$ cat src/rtl/alu.sv
// ----------------------------------------------------------------------------
// alu : registered integer ALU
//
// Two unsigned WIDTH-bit operands are combined according to a 3-bit opcode.
// The 2*WIDTH-bit result is registered and appears one clock after an
// in_valid cycle. There is no backpressure, so a new operation may be issued
// every cycle. Division is fully combinational and completes within the cycle.
//
// Opcodes: 0 ADD, 1 SUB (mod 2**(2*WIDTH)), 2 MUL, 3 DIV ({rem, quot}),
//          4 AND, 5 OR, 6 XOR, 7 NOT A.
//
// Optional build macro: ALU_FLAGS_EN adds the registered flag outputs
// zero, carry and neg. When it is undefined those ports do not exist.
//
// Ports:
//   clk        in   1          rising-edge clock
//   rst_n      in   1          synchronous active-low reset
//   A, B       in   WIDTH      unsigned operands
//   OpCode     in   3          operation select
//   in_valid   in   1          operands/opcode valid this cycle
//   Result     out  2*WIDTH    registered result (holds when in_valid=0)
//   out_valid  out  1          Result came from an in_valid cycle
//   div_zero   out  1          DIV issued with B==0 (holds when in_valid=0)
//   zero       out  1          (ALU_FLAGS_EN) result equals 0
//   carry      out  1          (ALU_FLAGS_EN) ADD WIDTH-bit overflow / SUB borrow
//   neg        out  1          (ALU_FLAGS_EN) result MSB
// ----------------------------------------------------------------------------
module alu #(
   parameter int WIDTH = 4
) (
   input  logic               clk,
   input  logic               rst_n,
   input  logic [WIDTH-1:0]   A,
   input  logic [WIDTH-1:0]   B,
   input  logic [2:0]         OpCode,
   input  logic               in_valid,
   output logic [2*WIDTH-1:0] Result,
   output logic               out_valid,
`ifdef ALU_FLAGS_EN
   output logic               zero,
   output logic               carry,
   output logic               neg,
`endif
   output logic               div_zero
);

   localparam int RW = 2 * WIDTH;

   typedef enum logic [2:0] {
      OP_ADD = 3'd0,
      OP_SUB = 3'd1,
      OP_MUL = 3'd2,
      OP_DIV = 3'd3,
      OP_AND = 3'd4,
      OP_OR  = 3'd5,
      OP_XOR = 3'd6,
      OP_NOT = 3'd7
   } op_t;

   logic [RW-1:0] a_ext_p0;
   logic [RW-1:0] b_ext_p0;
   logic [RW-1:0] sum_p0;
   logic [RW-1:0] result_p0;
   logic          dz_p0;

   assign a_ext_p0 = {{WIDTH{1'b0}}, A};
   assign b_ext_p0 = {{WIDTH{1'b0}}, B};
   assign sum_p0   = a_ext_p0 + b_ext_p0;

   // ---- p0: combinational operation select ----
   always_comb begin
      result_p0 = '0;
      dz_p0     = 1'b0;
      case (op_t'(OpCode))
         OP_ADD: result_p0 = sum_p0;
         OP_SUB: result_p0 = a_ext_p0 - b_ext_p0;
         OP_MUL: result_p0 = a_ext_p0 * b_ext_p0;
         OP_DIV: begin
            if (B == '0) begin
               result_p0 = '1;
               dz_p0     = 1'b1;
            end else begin
               // remainder in the upper half, quotient in the lower half
               result_p0 = {A % B, A / B};
            end
         end
         OP_AND: result_p0 = a_ext_p0 & b_ext_p0;
         OP_OR:  result_p0 = a_ext_p0 | b_ext_p0;
         OP_XOR: result_p0 = a_ext_p0 ^ b_ext_p0;
         OP_NOT: result_p0 = {{WIDTH{1'b0}}, ~A};
         default: result_p0 = '0;
      endcase
   end

`ifdef ALU_FLAGS_EN
   logic carry_p0;

   // carry is the WIDTH-bit overflow of ADD or the borrow of SUB only
   always_comb begin
      carry_p0 = 1'b0;
      if (op_t'(OpCode) == OP_ADD)
         carry_p0 = |sum_p0[RW-1:WIDTH];
      else if (op_t'(OpCode) == OP_SUB)
         carry_p0 = (A < B);
   end
`endif

   // ---- p0 -> output register ----
   always_ff @(posedge clk) begin
      if (!rst_n) begin
         Result    <= '0;
         out_valid <= 1'b0;
         div_zero  <= 1'b0;
`ifdef ALU_FLAGS_EN
         zero      <= 1'b0;
         carry     <= 1'b0;
         neg       <= 1'b0;
`endif
      end else begin
         out_valid <= in_valid;
         if (in_valid) begin
            Result   <= result_p0;
            div_zero <= dz_p0;
`ifdef ALU_FLAGS_EN
            zero     <= (result_p0 == '0);
            carry    <= carry_p0;
            neg      <= result_p0[RW-1];
`endif
         end
      end
   end

endmodule

$ cat config.mk
export PLATFORM = sky130hd
export DESIGN_NAME = alu
export DESIGN_NICKNAME = d
export VERILOG_FILES = /design/src/rtl/alu.sv
export SDC_FILE = /design/constraint.sdc
export NUM_CORES = 1
export LEC_CHECK = 0
export ABC_AREA = 1
export ABC_CLOCK_PERIOD_IN_PS = 13600
export CORE_AREA = 2 2 75 77
export DETAILED_ROUTE_END_ITERATION = 10
export DIE_AREA = 0 0 77 79
export PLACE_DENSITY = 0.58
export SYNTH_ARGS = -nofsm -noshare
export SYNTH_HDL_FRONTEND = slang
export SYNTH_SLANG_ARGS = --single-unit
$ cat constraint.sdc
create_clock -name clk -period 13.6 [get_ports clk]
set_clock_uncertainty 0.15 [all_clocks]
set_input_delay 2.72 -clock clk [delete_from_list [all_inputs] [get_ports clk]]
set_output_delay 2.72 -clock clk [all_outputs]
set_load 0.01 [all_outputs]
* Yosys cells after proc, flatten, opt, wreduce, memory -nomap -nowiden *
Index checks and enable logic that the tools add are counted.

word-level totals
  word-level logic and storage cells = 25
  memory bits (read-only) = 0
  bits of input ports = 14
  memories = 0
  output and inout bits = 10
  bits in writable memories = 0
  register bits = 10
  latch bits = 0

cells by class
  bitwise gates (word level) = 4
  div/mod/pow operators = 2
  add/subtract/negate cells = 2
  reductions and logical operators = 2
  $lt $le $gt $ge = 0
  shifts and indexed selects = 0
  multipliers = 1
  equal/unequal tests = 7
  mux-type cells = 4

operators with widths
  cell                number
  $pmux 8 s8          1
  $eq 3x3->1 const B  4
  $mul 4x4->8         1
  $mux 8              1
  $eq 3x2->1 const B  2
  $add 4x4->5         1
  $sub 4x4->5         1
  $and 4x4->4         1
  $div 4x4->4         1
  $logic_not 4->1     1
  $mod 4x4->4         1
  $not 4->4           1
  $or 4x4->4          1
  $xor 4x4->4         1
  $eq 3x1->1 const B  1
  $logic_not 3->1     1
  $mux 1              2

* Depth between registers and ports, before layout *
  depth after elaboration = 3
  mapped depth = 36
  mapped depth without buffers = 36

* Least setup slack after synthesis *
OpenSTA, ideal clock, no wires.

  path type = input to register
  start point = input port B[0]
  end point = register Result[5]
  arrival = 6.227 ns
  data required time = 13.384 ns
  library setup time = 0.066 ns
  setup slack = 7.157 ns
  cell stages on the path = 34
  path buffers = 0
  cells stage by stage = inv_1 ha_1 inv_1 nand2_1 nand3_1 nand2_1 nand2_1 inv_1 ha_1 nand2_1 inv_1 o21ai_0 nand2_1 nand2_1 inv_1 ha_1 nand2_1 nand2_1 nand2_2 nand2_2 nor2_4 nand3_1 and2_1 ha_1 nand2_1 nand2_1 nor2_1 nand2_1 nand3_1 nand2_1 o21bai_1 nand2_1 nand2_1 a21oi_2

on the way
  word-level cells in the longest chain between the ends = 3
  elaborated cells on any way between the ends = 6
  those cells by class = add/sub (1); mul (1); div (1); mux (2); reduce/logical (1)

RTL lines
  what                                                   RTL line  RTL
  from (decl)                                            34        input logic [WIDTH-1:0] B,
  $mod 4x4->4 / $logic_not 4->1 (equally long branches)  84, 79
  $mux 8                                                 79        if (B == '0) begin
  $pmux 8 s8 *                                           74        case (op_t'(OpCode))
  to (signal assigned)                                   122       Result <= result_p0;
  to (decl)                                              37        output logic [2*WIDTH-1:0] Result,

Mark *: on every way between the ends. The rest lies on a longest branch, timed or not.
A chain may end at the register's enable or synchronous reset.

* Worst setup path after layout *
  start point = input port B[0]
  end point = register Result[7]

The elaborated chain is that of the path after synthesis.

==> results.py <==
metrics = {
    "final_layout": {
        "final_nets": 394,
        "area.growth.synth_to_final_pct": 17.8,
        "num_antenna_cells": 0,
        "drive_gt1_frac": 0.0629,
    },
    "floorplanning": {
        "io_pins": 24,
        "floorplan.initialDensity": 0.380,
        "core_area_um2": 5340,
        "die_height_um": 79,
        "rows": 27,
        "die-width_um": 77,
        "dieArea_um2": 6080,
    },
    "drt": {
        "via_per_inst": 5.01,
        "wl_per_cell_um": 12.8,
        "via_count": 2035,
        "dr.pass1.iters": 4,
        "drtIter0Drc": 70,
        "drc": 0,
        "wl_mm": 5.19,
        "ant_nets": 0,
    },
    "sta": {
        "fmax_mhz": 136,
        "tns_ps": 0,
        "rsz0062_at_grt": "false",
        "slew_violations": 0,
        "hold_ws_ps": 314,
        "worst_pin_slew_ps": 411,
        "timing.final.crit_share": 0.541,
        "fin_crit_ps": 7360,
        "setup_ws_ps": 6240,
        "setup_violations": 0,
        "max_slew_margin": 0.725,
        "hold_viol_final": 0,
    },
    "place": {
        "port_buffers": 23,
        "gp_congestion": 0.894,
        "hpwl_mm": 4.44,
        "dp_slack_ps": 6020,
    },
    "worst_setup_path": {
        "critPathArrivalTime_ps": 7320,
        "startpoint_type": "primary input",
        "crit_path_frequent_cell": "nand2_1",
        "crit_path_max_fanout": 8,
        "slowest_stage": "clkdlybuf4s50_1",
        "required_ps": 13570,
        "end_kind": "flop",
        "slowest_delay_ps": 640,
        "path_class": "primary input to flop",
    },
    "synth": {
        "yosysTopAreaCell": "ha_1",
        "syn-instance-count": 308,
        "synth_edf_count": 0,
        "syn_area_um2": 2030,
        "yosys-top-cells-area": "ha_1 23%, nand2_1 13%, inv_1 11%, dfxtp_1 9.9%, fa_1 6.9%",
        "avgSynthCellArea_um2": 6.59,
        "synth_ff_type": "dfxtp_1",
        "ys_seq_area_frac": 0.0987,
        "yosys_warnings": 0,
        "syn_nets": 367,
        "synth.distinct_cells": 32,
        "synth_top_area_frac": 0.234,
        "yosys.cell_count.top_type": "nand2_1",
        "async_flop_share": 0,
        "synth_seq_cells": 10,
        "synthTopCellsByCount": "69 x nand2_1, 60 x inv_1, 38 x ha_1",
    },
    "run_status": {
        "outcome": "completed",
    },
    "grt": {
        "grt_pass1_wl_mm": 9.20,
        "gr-total-overflow": 0,
        "grt_pass1_vias": 1967,
        "grt_max_degree": 12,
        "track_usage": 0.184,
        "antenna_found_initial": 0,
    },
    "clock_network": {
        "cts.sinks": 10,
        "max-clock-path-buffers": 2,
        "cts_setup_buffers": 0,
        "path_clk_slew_ps": 50,
        "cts_max_level": 1,
        "cts_inserted_buffers": 3,
        "root_buffer": "clkbuf_8",
        "tritoncts": "built",
        "cts_hold_buf": 0,
        "ctsResizeCount": 0,
        "insertion_delay_ps": 230,
    },
    "flow_run": {
        "cap_viol_max_count": 0,
    },
    "pwr": {
        "peakVddDrop_mv": 0.0328,
        "power_density_nw_per_um2": 66.6,
        "p_leak_uw": 0.00127,
    },
    "min_path": {
        "hold_path.class": "flop to flop",
    },
}
[area by class of cell]
type | count | area [µm²]
flip-flops and latches | 10 | 200
fillers | 603 | 2950
clock buffers | 4 | 55.1
repair buffers | 23 | 230
inverters | 62 | 233
multi-input cells | 235 | 1580
well taps | 72 | 90.1
[where the power goes]
group / switching (µW) / leakage, µW / internal [µW]
Sequential: 0.961 / 0.0000820 / 31.5
Combinational: 53.6 / 0.00116 / 36.1
Clock: 11.5 / 0.0000288 / 25.4
Total: 66.0 / 0.00127 / 93.0
[metal layers]
layer / vias up / routed length (µm) / part of all wire / GRT usage
li1: 1045 / - / - / -
met1: 924 / 2580 / 0.50 / 0.247
met2: 56 / 2260 / 0.44 / 0.311
met3: 10 / 216 / 0.042 / 0.0125
met4: 0 / 133 / 0.026 / 0.0679
met5: - / 0 / 0 / 0
[through the flow]
stage / total power, µW / area [µm²] / instances / utilization
after detailed placement: 122 / 2330 / 402 / 0.437
final: 159 / 2390 / 406 / 0.448
after global placement: 122 / 2330 / 402 / 0.437
after global routing: 176 / 2390 / 406 / 0.448
after CTS: 160 / 2390 / 406 / 0.448
after floorplan: 95.8 / 2030 / 308 / -
[logic make-up after synthesis]
group                      synth area share
and+or+nand+nor                       0.315
buffers and inverters                 0.122
AOI/OAI and AO/OA                     0.131
adders and majority gates             0.304
DFF                                  0.0987
xor gates and xnor gates             0.0302
[placed cells by master (no fill, tap or decap), types with 4 or more instances in the layout]
master | netlist | routed
a21oi_1 | 21 | 21
clkbuf_8 | 1 | 4
clkdlybuf4s50_1 | 0 | 23
dfxtp_1 | 10 | 10
fa_1 | 7 | 7
ha_1 | 38 | 38
inv_1 | 60 | 60
nand2_1 | 69 | 69
nand2_2 | 4 | 4
nand3_1 | 27 | 27
nand4_1 | 6 | 6
nor2_1 | 16 | 16
o21ai_0 | 14 | 14
xor2_1 | 4 | 4
[flip-flops by register name, indices dropped and copies added, names as in the netlist]
name	count
div_zero	1
Result	8
out_valid	1
[worst max-delay path, delay by kind of cell]
family | cells | cell delay, ps
compound gates | 3 | 400
fa+ha+maj | 4 | 1280
buf+inv | 7 | 1050
simple gates | 21 | 1880
[worst paths after layout]
| kind | start | endpoint | slack [ps] | cells after the start |
|---|---|---|---|---|
| max reg2reg | Result[1] | Result[1] | 12740 | 4 |
| min reg2reg | Result[4] | Result[4] | 310 | 2 |
| max | B[0] | Result[7] | 6240 | 35 |
| min | Result[4] | Result[4] | 310 | 2 |
No activity file was read; power rests on OpenSTA's default activity.
